[src/rtl/commit_trace_fifo.sv]
`default_nettype none
// ============================================================================
//  Module      : commit_trace_fifo
//  Description : Captures one record per retired instruction (pc, instr,
//                regfile writeback, data-memory store) into a first-word
//                fall-through FIFO that a stallable trace consumer drains.
//                Capture stops after an ebreak is stored; done flags the
//                drained end of the trace.
//  Revision    : 1.0 - initial release
// ============================================================================
module commit_trace_fifo #(
    parameter int DEPTH   = 16,
    parameter bit MASK_X0 = 1'b1
) (
    input  logic                      clk,
    input  logic                      rst,
    input  logic                      in_valid,
    input  logic [31:0]               dbg_pc,
    input  logic [31:0]               dbg_instr,
    input  logic                      dbg_reg_we,
    input  logic [3:0]                dbg_rd,
    input  logic [31:0]               dbg_wdata,
    input  logic                      dbg_mem_we,
    input  logic [31:0]               dbg_mem_addr,
    input  logic [31:0]               dbg_mem_wdata,
    input  logic [3:0]                dbg_mem_wmask,
    output logic                      out_valid,
    input  logic                      out_ready,
    output logic [31:0]               out_pc,
    output logic [31:0]               out_instr,
    output logic                      out_reg_we,
    output logic [3:0]                out_rd,
    output logic [31:0]               out_wdata,
    output logic                      out_mem_we,
    output logic [31:0]               out_mem_addr,
    output logic [31:0]               out_mem_wdata,
    output logic [3:0]                out_mem_wmask,
    output logic [$clog2(DEPTH):0]    count,
    output logic                      overflow,
    output logic [15:0]               drop_cnt,
    output logic                      halted,
    output logic                      done
);

    localparam int              AW       = $clog2(DEPTH);
    localparam int              CW       = AW + 1;
    localparam int              RW       = 170;
    localparam logic [CW-1:0]   C_FULL   = CW'(DEPTH);
    localparam logic [31:0]     C_EBREAK = 32'h0010_0073;
    localparam logic [15:0]     C_SAT    = 16'hFFFF;

    typedef enum logic [1:0] {
        S_RUN    = 2'd0,
        S_HALTED = 2'd1,
        S_DONE   = 2'd2
    } state_t;

    state_t          state_q;
    logic [RW-1:0]   mem_q [DEPTH];
    logic [AW-1:0]   wr_ptr_q;
    logic [AW-1:0]   rd_ptr_q;
    logic [CW-1:0]   count_q;
    logic [CW-1:0]   count_d;
    logic            overflow_q;
    logic [15:0]     drop_cnt_q;
    logic [15:0]     drop_cnt_d;

    logic            w_pop;
    logic            w_capture;
    logic            w_push;
    logic            w_drop;
    logic [RW-1:0]   w_rec;
    logic [RW-1:0]   w_head;
    logic            w_head_reg_we;

    // A pop on a full FIFO frees the slot the same-cycle push lands in.
    assign w_pop     = out_valid & out_ready;
    assign w_capture = in_valid & (state_q == S_RUN);
    assign w_push    = w_capture & ((count_q != C_FULL) | w_pop);
    assign w_drop    = w_capture & (count_q == C_FULL) & ~w_pop;

    assign w_rec = {dbg_pc, dbg_instr, dbg_reg_we, dbg_rd, dbg_wdata,
                    dbg_mem_we, dbg_mem_addr, dbg_mem_wdata, dbg_mem_wmask};

    // Head fields fall straight through from storage.
    assign w_head        = mem_q[rd_ptr_q];
    assign out_pc        = w_head[169:138];
    assign out_instr     = w_head[137:106];
    assign w_head_reg_we = w_head[105];
    assign out_rd        = w_head[104:101];
    assign out_wdata     = w_head[100:69];
    assign out_mem_we    = w_head[68];
    assign out_mem_addr  = w_head[67:36];
    assign out_mem_wdata = w_head[35:4];
    assign out_mem_wmask = w_head[3:0];

    // x0 writes are architecturally invisible; optionally hide them here.
    generate
        if (MASK_X0) begin : g_mask_x0
            assign out_reg_we = w_head_reg_we & (out_rd != 4'd0);
        end else begin : g_keep_x0
            assign out_reg_we = w_head_reg_we;
        end
    endgenerate

    assign out_valid = (count_q != '0);
    assign count     = count_q;
    assign overflow  = overflow_q;
    assign drop_cnt  = drop_cnt_q;
    assign halted    = (state_q != S_RUN);
    assign done      = (state_q == S_DONE);

    // Next occupancy and saturating drop counter.
    always_comb begin
        count_d = count_q;
        if (w_push && !w_pop) begin
            count_d = count_q + 1'b1;
        end else if (w_pop && !w_push) begin
            count_d = count_q - 1'b1;
        end
        drop_cnt_d = drop_cnt_q;
        if (w_drop && (drop_cnt_q != C_SAT)) begin
            drop_cnt_d = drop_cnt_q + 1'b1;
        end
    end

    // Record storage; contents are intentionally left unreset.
    always_ff @(posedge clk) begin
        if (w_push) begin
            mem_q[wr_ptr_q] <= w_rec;
        end
    end

    // Pointers, occupancy and drop bookkeeping.
    always_ff @(posedge clk) begin
        if (rst) begin
            wr_ptr_q   <= '0;
            rd_ptr_q   <= '0;
            count_q    <= '0;
            overflow_q <= 1'b0;
            drop_cnt_q <= '0;
        end else begin
            if (w_push) begin
                wr_ptr_q <= wr_ptr_q + 1'b1;
            end
            if (w_pop) begin
                rd_ptr_q <= rd_ptr_q + 1'b1;
            end
            count_q    <= count_d;
            drop_cnt_q <= drop_cnt_d;
            if (w_drop) begin
                overflow_q <= 1'b1;
            end
        end
    end

    // Capture FSM: halt after a stored ebreak, finish once the FIFO has drained.
    always_ff @(posedge clk) begin
        if (rst) begin
            state_q <= S_RUN;
        end else begin
            case (state_q)
                S_RUN: begin
                    if (w_push && (dbg_instr == C_EBREAK)) begin
                        state_q <= S_HALTED;
                    end
                end
                S_HALTED: begin
                    if (count_q == '0) begin
                        state_q <= S_DONE;
                    end
                end
                S_DONE:  state_q <= S_DONE;
                default: state_q <= S_RUN;
            endcase
        end
    end

endmodule
`default_nettype wire

[config.mk]
export PLATFORM = sky130hd
export DESIGN_NAME = commit_trace_fifo
export DESIGN_NICKNAME = d
export VERILOG_FILES = /design/src/rtl/commit_trace_fifo.sv
export SDC_FILE = /design/constraint.sdc
export NUM_CORES = 2
export LEC_CHECK = 0
export CORE_MARGIN = 2
export CORE_UTILIZATION = 50
export CTS_CLUSTER_SIZE = 30
export DETAILED_ROUTE_END_ITERATION = 6
export PLACE_DENSITY = 0.67
export RECOVER_POWER = 50
export SYNTH_ARGS = -nofsm -noshare
export SYNTH_HDL_FRONTEND = slang
export SYNTH_SLANG_ARGS = --single-unit
[constraint.sdc]
create_clock -name clk -period 26.8 [get_ports clk]
set_clock_uncertainty 0.05 [all_clocks]
set_input_delay 5.36 -clock clk [delete_from_list [all_inputs] [get_ports clk]]
set_output_delay 5.36 -clock clk [all_outputs]
set_load 0.01 [all_outputs]
# After elaboration in Yosys (flattened, before gate mapping)
# Memory sizes are Yosys's and may differ from the RTL's. A register that Yosys moved wholly into a read port is not among the register bits.
# Index checks and enable logic that the tools add are counted.
# totals
ff_bits,32
ram_bits,2720
output_inout_bits,195
elab_cells,50
memories,1
# classes
addsub,5
eq_ne,8
muxes,9
bitwise_logic,8
reduce_logical,13
# mem_list
name,words,word_bits,read_ports,rd_ports_with_merged_regs,write_ports,line,text
mem_q,16,170,1,1,1,59,logic [RW-1:0] mem_q [DEPTH];
# op_table
op,count
== test 32 x 21 -> 1 bit (second input constant),1
adder 16 x 1 -> 16 bit (second input constant),1
inequality test 16 bit (second input constant),1
2-to-1 mux 5 bit,2
adder 4 x 1 -> 4 bit (second input constant),2
2-to-1 mux 4 bit,2
bitwise AND 1 bit,6
case mux 2 bit (3 select lines),1
adder 5 x 1 -> 5 bit (second input constant),1
== test 5 bit (second input constant),1
logical NOT 5 bit,1
inequality test 5 bit (second input constant),1
nonzero test 5 bit,1
subtractor 5 x 1 -> 5 bit (second input constant),1
logical AND 1 bit,4
2-to-1 mux 2 bit,2
nonzero test 2 bit,2
nonzero test 4 bit,1
== test 2 x 1 -> 1 bit (second input constant),1
== test 2 bit (second input constant),1
logical NOT 1 bit,2
logical NOT 2 bit,1
2-to-1 mux 1 bit,2
inequality test 2 x 1 -> 1 bit (second input constant),1
4 further kinds,4

# Depth between registers and ports, before layout
# depth
depth_word,8
mapped_depth,12
ltp_nobuf,12

# Worst setup path before layout
# Ideal clock, no wire load.
# synth_timing
path_type,input -> register
from,input out_ready
to,"memory mem_q[3][0], enable pin"
setup_time_ns,0.907
t_arrival_ns,17.602
required_time_ns,25.843
setup_slack_ns,8.242
path_stages,4
path_cell_list,nor2b_1 > a21oi_1 > nand2_1 > nor3_1
# synth_via
elab_chain_len,5
# synth_rtl
item,line,text
from (decl),28,"input logic out_ready,"
bitwise AND 1 bit,77,assign w_pop = out_valid & out_ready;
bitwise OR 1 bit,79,assign w_push = w_capture & ((count_q != C_FULL) | w_pop);
bitwise AND 1 bit,79,
via w_push,70,logic w_push;
2-to-1 mux 1 bit,129,if (w_push) begin
2-to-1 mux 1 bit (not written as such),130,mem_q[wr_ptr_q] <= w_rec;
to (decl),59,
# The timed path passes the listed nets, and every way through them passes these cells.

==> impl_metrics.json <==
{
  "drive_above_1_share": 0.270,
  "ctsResizeCount": 0,
  "dp_cells": 7111,
  "cpPeakStageDelay_ns": 0.90,
  "io_buffers": 368,
  "postPlaceCellArea_um2": 111000,
  "layout_common_cells": "edfxtp_1 (2,720), mux4_2 (826), clkbuf_16 (302)",
  "rsz0062_at_grt": "false",
  "dp_hpwl_um": 118000,
  "drt_iter0_markers": 4644,
  "cts-htree-levels": 5,
  "core_area_um2": 207000,
  "fin_area_um2": 120000,
  "yosys_warnings": 0,
  "powerDensity_nw_per_um2": 89.2,
  "violations": "max-capacitance violations, max-slew violations",
  "netlist_area_um2": 104000,
  "grt_overflow_total": 0,
  "grt_pass1_wl_um": 341000,
  "final_cells": 7638,
  "drt-met1-wl_um": 94700,
  "cts-buffers-inserted": 296,
  "ios": 369,
  "postRouteAntennaNets": 0,
  "wl_per_cell_um": 30.8,
  "gp_congestion": 0.735,
  "die_area_um2": 212000,
  "crit_required_ns": 21.39,
  "postCtsSetupBuffers": 0,
  "rows": 167,
  "slew-limit-headroom": -0.623,
  "hold_class": "register to register",
  "dr_total_vias": 46400,
  "maxCapViolCount": 7,
  "cts_tree": "built",
  "crit_path_cell_trace": "buf_4 > buf_12 > buf_4 > buf_4 > mux4_2 > mux4_2 > clkdlybuf4s50_1",
  "pre_cts_slack_ns": 15.14,
  "tightest_slew_ns": 2.43,
  "n_fill_cell": 14600,
  "dr_wl_met2_um": 119000,
  "synth_cells": 4069,
  "cts_hold_buf": 0,
  "slowest_stage": "buf_4",
  "synth_edf_count": 2720,
  "grt_pass1_vias": 48000,
  "dr.max_layer_used": "met5",
  "grt_max_degree": 152,
  "worstPathMaxFanout": 109,
  "peakVddDrop_uv": 73.8,
  "setup_ws_ns": 14.41,
  "yosysUniqueCellTypes": 41,
  "endpoint_kind": "output pin",
  "routed_wl_um": 236000,
  "die_w_um": 460,
  "ys.flop_type": "edfxtp_1",
  "slew_viol_final": 131,
  "cp_data_arrival_time_ns": 6.98,
  "root_buffer": "clkbuf_16",
  "fin_nets": 4810,
  "antenna_found_initial": 78,
  "clock_path_buffers": 4,
  "layout_commonest_cell": "edfxtp_1",
  "p_leak_uw": 0.0361,
  "route.detailed.drc": 0,
  "syn_to_final_growth_pct": 15.1,
  "setup_tns_ns": 0,
  "initial_utilization": 0.503,
  "clock_latency_ns": 0.93,
  "period_needed_ns": 12.39,
  "synth-seq-cells": 2756,
  "crit_top_cell": "buf_4",
  "async_reset_ff_frac": 0,
  "wl_met3_um": 15500,
  "status": "finished, violations left",
  "worstSetupPathType": "register to output pin",
  "syn_nets": 4258,
  "startpoint_type": "register",
  "first_pass_iters": 7,
  "cts.sinks": 2756,
  "power.total_uw": 10700,
  "grtUsageTotal": 0.225,
  "die_y_um": 460,
  "clk_pin_slew_ns": 0.06,
  "viasPerCell": 6.07,
  "fmax_mhz": 80.7,
  "hold_viol_final": 0,
  "finalSetupViolCount": 0,
  "ys_seq_area_frac": 0.791,
  "syn_avg_cell_area_um2": 25.6,
  "fin_crit_sh": 0.462
}
[registers in the layout, summed over array words and instances (netlist names), named ones only]
signal,flops
overflow,1
state_q,2
rd_ptr_q,4
mem_q,2720
wr_ptr_q,4
count,5
drop_cnt,16
[path summary, 6_finish.rpt]
kind	start	endpoint	slack, ns	depth (start not counted)
max	register	out_pc[27]	14.41	7
min	overflow$_SDFFE_PP0P_	overflow$_SDFFE_PP0P_	0.44	2
max reg2reg	state_q[0]$_SDFFE_PP0P_	mem_q[13][116]$_DFFE_PP_	21.01	10
min reg2reg	overflow$_SDFFE_PP0P_	overflow$_SDFFE_PP0P_	0.44	2
[per-stage QoR]
step,hold WS (ns),utilization
after floorplan,0.409,-
after global placement,0.407,0.536
after detailed placement,0.419,0.536
after CTS,0.435,0.579
after global routing,0.460,0.579
final,0.438,0.579
[power by group]
part	internal, µW	total [µW]	switching, µW
logic	1090	2020	930
registers	4830	4870	39.0
clock network	2220	3810	1580
[synthesized netlist by cell type (7+ instances only)]
cell / instances / share of area
ha_1: 14 / 0.0017
o21ai_0: 8 / 0.00038
clkbuf_1: 85 / 0.0031
mux2i_1: 29 / 0.0028
inv_1: 7 / 0.00025
nand2_1: 12 / 0.00043
or3_1: 9 / 0.00054
edfxtp_1: 2720 / 0.78
nor2_1: 36 / 0.0013
buf_2: 18 / 0.00086
buf_1: 31 / 0.0011
nand2b_1: 7 / 0.00042
nor2b_1: 26 / 0.0016
dfxtp_1: 36 / 0.0069
mux4_2: 826 / 0.18
xor2_1: 11 / 0.00092
a211oi_1: 25 / 0.0018
buf_6: 66 / 0.0071
a21oi_1: 41 / 0.0020
nand3_1: 10 / 0.00048
[per-layer routing]
layer  global-route usage  vias up
li1                     -    18900
met1                0.310    25300
met2                0.372     1653
met3               0.0405      470
met4               0.0632       30
met5                    0        -
[critical path: cells and delay by family (launching register included)]
kind | cells | cell delay (ns)
flip-flops | 1 | 0.73
buffers and inverters | 5 | 3.77
multiplexers | 2 | 1.08
[cells by family after synthesis]
kind of cell	after synthesis	synth area share
buffers and inverters	213	0.0129
and+or+nand+nor	130	0.00679
adders and majority gates	15	0.00187
AOI/OAI and AO/OA	85	0.00497
DFF	2756	0.791
muxes	855	0.181
xor gates and xnor gates	15	0.00126
[layout make-up]
type                            count  area [µm²]  area share
Antenna cell                       16        40.0    0.000334
Timing Repair Buffer              460        4540      0.0379
Tap cell                         2788        3490      0.0291
Sequential cell                  2756       82400       0.687
Multi-Input combinational cell   1100       20500       0.171
Inverter                            7        26.3    0.000219
Clock buffer                      362        7790      0.0650
Clock inverter                    149        1150     0.00959
(Power assumes the default switching activity.)
